File: src/rtl/rr_priority_encoder.sv
// N-to-log2(N) priority encoder with registered result and valid/ready on both sides.
// Define RR_PRIORITY_ENCODER_ROUND_ROBIN_EN for round-robin search; default is fixed lowest-index priority.
module rr_priority_encoder #(
  parameter int N = 8
) (
  input  logic                 clk,
  input  logic                 rst,
  input  logic                 in_valid,
  output logic                 in_ready,
  input  logic [N-1:0]         in_req,
  output logic                 out_valid,
  input  logic                 out_ready,
  output logic [$clog2(N)-1:0] out_idx,
  output logic [N-1:0]         out_onehot,
  output logic                 out_zero,
  output logic                 out_multi,
  output logic [7:0]           multi_cnt
);

  localparam int W = $clog2(N);

  logic         accept;
  logic         found;
  logic [W-1:0] win;
  logic [N-1:0] onehot;
  logic         zero;
  logic         multi;
  int           j;

`ifdef RR_PRIORITY_ENCODER_ROUND_ROBIN_EN
  logic [W-1:0] ptr;
`endif

  assign in_ready = !out_valid || out_ready;
  assign accept   = in_valid && in_ready;

  // Scan N positions starting at the search base, wrapping explicitly at N.
  always_comb begin
    found = 1'b0;
    win   = '0;
    j     = 0;
    for (int k = 0; k < N; k++) begin
`ifdef RR_PRIORITY_ENCODER_ROUND_ROBIN_EN
      j = int'(ptr) + k;
      if (j >= N) j = j - N;
`else
      j = k;
`endif
      if (!found && in_req[j[W-1:0]]) begin
        found = 1'b1;
        win   = W'(j);
      end
    end
  end

  assign onehot = found ? (N'(1) << win) : '0;
  assign zero   = ~|in_req;
  assign multi  = |(in_req & (in_req - N'(1)));

  always_ff @(posedge clk or posedge rst) begin
    if (rst) begin
      out_valid  <= 1'b0;
      out_idx    <= '0;
      out_onehot <= '0;
      out_zero   <= 1'b0;
      out_multi  <= 1'b0;
      multi_cnt  <= '0;
    end else if (accept) begin
      out_valid  <= 1'b1;
      out_idx    <= win;
      out_onehot <= onehot;
      out_zero   <= zero;
      out_multi  <= multi;
      if (multi && multi_cnt != 8'hff)
        multi_cnt <= multi_cnt + 8'd1;
    end else if (out_ready) begin
      out_valid <= 1'b0;
    end
  end

`ifdef RR_PRIORITY_ENCODER_ROUND_ROBIN_EN
  always_ff @(posedge clk or posedge rst) begin
    if (rst)
      ptr <= '0;
    else if (accept && found)
      ptr <= (win == W'(N - 1)) ? '0 : win + W'(1);
  end
`endif

endmodule

File: config.mk
export PLATFORM = sky130hd
export DESIGN_NAME = rr_priority_encoder
export DESIGN_NICKNAME = d
export VERILOG_FILES = /design/src/rtl/rr_priority_encoder.sv
export SDC_FILE = /design/constraint.sdc
export NUM_CORES = 1
export LEC_CHECK = 0
export BUFFER_PORTS_ARGS = -buffer_cell sky130_fd_sc_hd__buf_2
export CELL_PAD_IN_SITES_DETAIL_PLACEMENT = 1
export CELL_PAD_IN_SITES_GLOBAL_PLACEMENT = 2
export CORE_MARGIN = 4
export CORE_UTILIZATION = 32
export DETAILED_ROUTE_END_ITERATION = 8
export PLACE_DENSITY = 0.86
export SETUP_SLACK_MARGIN = 0.2
export SLEW_MARGIN = 20
export SYNTH_ARGS = -nofsm -noshare
export SYNTH_HDL_FRONTEND = slang
export SYNTH_SLANG_ARGS = --single-unit
File: constraint.sdc
create_clock -name clk -period 2.39 [get_ports clk]
set_input_delay 0.1195 -clock clk [delete_from_list [all_inputs] [get_ports clk]]
set_output_delay 0.1195 -clock clk [all_outputs]
set_load 0.05 [all_outputs]
# Word-level counts from Yosys, hierarchy flattened
# Cells that the tools add are included.
# op_classes
bitwise,1
mux,18
n_reduce_logical,23
eq_ne,1
addsub,2
n_shift,1
# op_table
cell,count
3-bit two-way mux,6
8-bit OR reduction,2
1-bit two-way mux,11
1-bit logical AND,9
1-bit zero test,9
8-bit by 1-bit adder with 8-bit output (second input constant),1
8-bit bitwise AND,1
8-bit two-way mux,1
8-bit inequality test (second input constant),1
1-bit by 3-bit left shift with 8-bit output (first input constant),1
8-bit by 1-bit subtractor with 8-bit output (second input constant),1
2-bit AND reduction,1
2-bit nonzero test,1
1-bit logical OR,1
# totals
input_bits,12
elab_cells,52
output_inout_bits,23
register_bits,22

# Longest topological paths before layout
# depth
depth_word,24
ltp_mapped,7
mapped_depth_nobuf,6

# Worst setup path after synthesis
# OpenSTA, ideal clock, no wires.
# synth_path
path_type,reg-to-reg
start,register out_valid
end,register out_onehot[3]
arrival_time_ns,2.083
period_less_slack_ns,2.168
setup_slack_ns,0.222
path_buffers,1
setup_time_ns,0.085
path_stages_with_launch,6
required_time_ns,2.305
cell_sequence,dfrtp_1 nand2b_1 nand2_1 clkbuf_1 or4_2 o21ai_0
# synth_between
elab_chain_cells,3
# synth_rtl
element,line_no,text
start: declaration,11,"output logic out_valid,"
start signal: assignment,62,out_valid <= 1'b0;
start signal: assignment,69,out_valid <= 1'b1;
start signal: assignment,77,out_valid <= 1'b0;
1-bit zero test,34,assign in_ready = !out_valid || out_ready;
1-bit logical OR,34,
named net in_ready,9,"output logic in_ready,"
1-bit logical AND,35,assign accept = in_valid && in_ready;
end signal: assignment,71,out_onehot <= onehot;
end: declaration,14,"output logic [N-1:0] out_onehot,"
# The timed path passes the listed nets, and every way through them passes these cells.
# A chain may end at the register's enable or synchronous reset.

# Worst setup path after layout
# layout_path
start,register multi_cnt[0]
end,register multi_cnt[7]
# layout_between
elab_chain_cells,3
word_cells_on_any_way,4
cone_classes,1 x add/sub; 1 x eq/ne; 2 x reduce/logical
# layout_rtl
element,line_no,text
start: declaration,17,output logic [7:0] multi_cnt
start signal: assignment,75,multi_cnt <= multi_cnt + 8'd1;
branches (longest 3 deep; another with 8-bit by 1-bit adder with 8-bit output),n/a,
# Several ways; the timed one is not identified.

==> results.cfg <==
[run_status]
status = completed

[cells_and_area]
layout.nets = 151
fin_area_sq_um = 1345
final_cells = 181
area_growth_pct = 25.88
num_antenna_cells = 0
drive_above_1_share_pct = 35.04

[worst_setup_path]
worstRegToRegCells = 6
critPathKind = reg -> reg
cp_cell_sequence = ha_1, nand3_1, nor2_1, a211o_1, nor3_4, xor2_1
required_ps = 2620
crit_arrival_ps = 1930
worstPathMaxFanout = 8
timing.reg2reg.setup_slack_ps = 690
setup.worst_path.start_class = flop
reg2reg_to = multi_cnt[7]
crit_buf_inv = 0
slowest_stage = dfrtp_1
endpoint_kind = flop
cpPeakStageDelay_ps = 440
reg2reg_from = multi_cnt[0]
critPathTopFamily = flip-flops

[die]
io_pins = 35
rows = 20
core_area_sq_um = 3128
dieWidth_microns = 65.79
die_h_microns = 65.79
dieArea_sq_um = 4328
start_util_pct = 34.16

[power_and_ir_drop]
power_w = 0.001461
peakVddDrop_mv = 0.2513
power_per_cell_area_nw_per_um2 = 1086
p_leak_nw = 0.6753

[yosys]
synth-seq-cells = 22
synthAdderAreaFrac_pct = 2.225
ys_warn_count = 0
yosysUniqueCellTypes = 33
synthSimpleGateAreaFrac_pct = 19.67
synth_top_family_by_area = simple AND/OR/NAND/NOR gates
avgSynthCellArea_sq_um = 10.69
synth_xor_area_share_pct = 5.738
synth_cells = 100
muxShareOfSynthArea_pct = 2.459
synth_compound_area_share_pct = 15.57
syn_nets = 113
ys_seq_area_share_pct = 51.52
syn_area_sq_um = 1069

[placed_design]
place.detailed.hpwl_mm = 1.975
placed_cells = 176
gp_congestion = 0.8392
placed_area_sq_um = 1282
io_buffers = 34

[timing]
skew_ps = 2.986
fmax_ghz = 0.5887
hold_viol_final = 0
rsz0062_at_grt = no
fin_setup_tns_ps = 0
slew_headroom_pct = 30.71
tightest_slew_ps = 1026
setup_violations = 0
fin_crit_sh_pct = 71.07
holdWs_ps = 42.60
layout_min_cycle_time_ps = 1699
drv_slew = 0

[routing]
drtIter0Drc = 7
avgViaCountPerCell = 4.851
detail_route.wl_per_cell_microns = 13.87
dr.pass1.iters = 3
route.detailed.drc = 0
wirelength_mm = 2.511
ant_nets = 0
vias = 878

[flow_run]
max_cap_violations = 0

[cts]
cts.sinks = 22
cts_buffer_depth = 2
cts_tree = done
path_clk_slew_ps = 130
insertion_delay_ps = 300
cts_setup_buffers = 0
post_cts_hold_buffer_count = 1
ctsResizeCount = 0
clock-root-buffer = clkbuf_4
cts_buffers = 3
htreeDepth = 1

[worst_hold_path]
hold_path_end = out_valid
min_path_type = in -> reg
holdPathStages = 2
worstHoldStart = in_valid

[grt]
gr-usage-met1_pct = 17.63
grt_pass1_wl_mm = 4.381
gr-total-overflow = 0
antenna_found_initial = 0
grt_pass1_vias = 934
grt_start_max_net_pins = 23
gr-usage-met2_pct = 20.15
grt.total_usage_pct = 12.76
grt_busiest_layer = met2
met3_usage_pct = 1.871
==> metal layers <==
layer / up-vias / share of wire, %
li1: 429 / -
met1: 423 / 49
met2: 24 / 45
met3: 2 / 5.0
met4: 0 / 1.2
met5: - / 0
==> worst max path at each step <==
stage / from / to / slack (ps) / cells after the start
final: multi_cnt[0] / multi_cnt[7] / 690 / 6
after global routing: multi_cnt[0] / multi_cnt[7] / 580 / 6
after CTS: multi_cnt[0] / multi_cnt[7] / 670 / 6
after detailed placement: in_req[2] / out_onehot[6] / 590 / 5
after global placement: multi_cnt[0] / multi_cnt[1] / 710 / 5
after floorplan: out_valid / out_onehot[3] / 220 / 5
==> layout make-up <==
type                    instances  area (sq um)
repair buffers                 36         187.7
clock buffers                   3         22.52
flip-flops and latches         22         550.5
well taps                      44         55.05
inverters                       3         11.26
clock inverters                 1         30.03
fillers                       371          1783
multi-input cells              72         488.0
==> flip-flops by register name (all words and copies together), names as in the netlist <==
| register | cells |
|---|---|
| out_valid | 1 |
| out_multi | 1 |
| out_idx | 3 |
| out_zero | 1 |
| out_onehot | 8 |
| multi_cnt | 8 |
==> metrics by stage <==
stage	setup WS, ps	util, %
3_5_place_dp	588.4	41.00
2_1_floorplan	222.0	-
5_1_grt	578.2	43.00
3_3_place_gp	714.4	41.00
4_1_cts	668.3	43.00
6_report	691.5	43.00
==> placed cells by master, fill, tap and decap left out, types with 2 or more instances in the layout <==
cell	instances
o21ai_0	5
nor2_1	10
dfrtp_1	22
o31ai_1	2
nand3_1	4
nand2b_1	2
buf_2	34
a22oi_1	2
xor2_1	6
nand4_1	2
clkbuf_4	3
nor3_4	2
a22o_1	5
a21oi_1	3
inv_1	3
nand2_1	12
==> logic make-up (layout without fill, tap and decap cells) <==
kind of cell | after synthesis | count (layout)
XOR/XNOR | 7 | 7
AO/OA/AOI/OAI | 23 | 23
multiplexers | 2 | 2
flip-flops | 22 | 22
AND/OR/NAND/NOR | 38 | 38
adder cells (fa/ha/maj) | 2 | 2
buffers and inverters | 6 | 43
==> synthesized netlist by cell type <==
master    instances  area [sq um]
xor2_1            6         52.55
inv_1             3         11.26
nor4_2            1         12.51
ha_1              1         12.51
a21o_1            1         7.510
maj3_2            1         11.26
mux2_2            1         11.26
o311ai_0          1         8.760
nor3_2            1         10.01
a22o_1            5         43.79
nand3_1           4         20.02
buf_6             1         11.26
o311a_1           1         10.01
o211a_1           1         10.01
xnor2_1           1         8.760
nor3_4            2         32.53
nand2_1          12         45.04
o21bai_1          1         7.510
nand4_1           2         12.51
a21oi_1           3         15.01
nor2b_1           1         6.260
mux2_4            1         15.01
o21ai_0           5         25.02
a22oi_1           2         15.01
or4_2             1         8.760
o31ai_1           2         15.01
nor4_1            1         6.260
dfrtp_1          22         550.5
nand2b_1          2         12.51
nor2_1           10         37.54
nor2_2            1         6.260
a211o_1           1         8.760
clkbuf_1          2         7.510
==> worst register-to-register path, cell delays in order (launching register included) <==
cell and delay [ps]:
dfrtp_1 440, ha_1 260, nand3_1 100, nor2_1 40, a211o_1 400, nor3_4 220
xor2_1 170
==> power breakdown <==
part | switching [W] | internal [W] | total (W)
logic | 0.000465 | 0.000158 | 0.000623
registers | 0.0000967 | 0.000458 | 0.000555
clock network | 0.000113 | 0.000169 | 0.000283
total | 0.000675 | 0.000785 | 0.00146
Note: power is estimated with default switching activity, not from simulation.
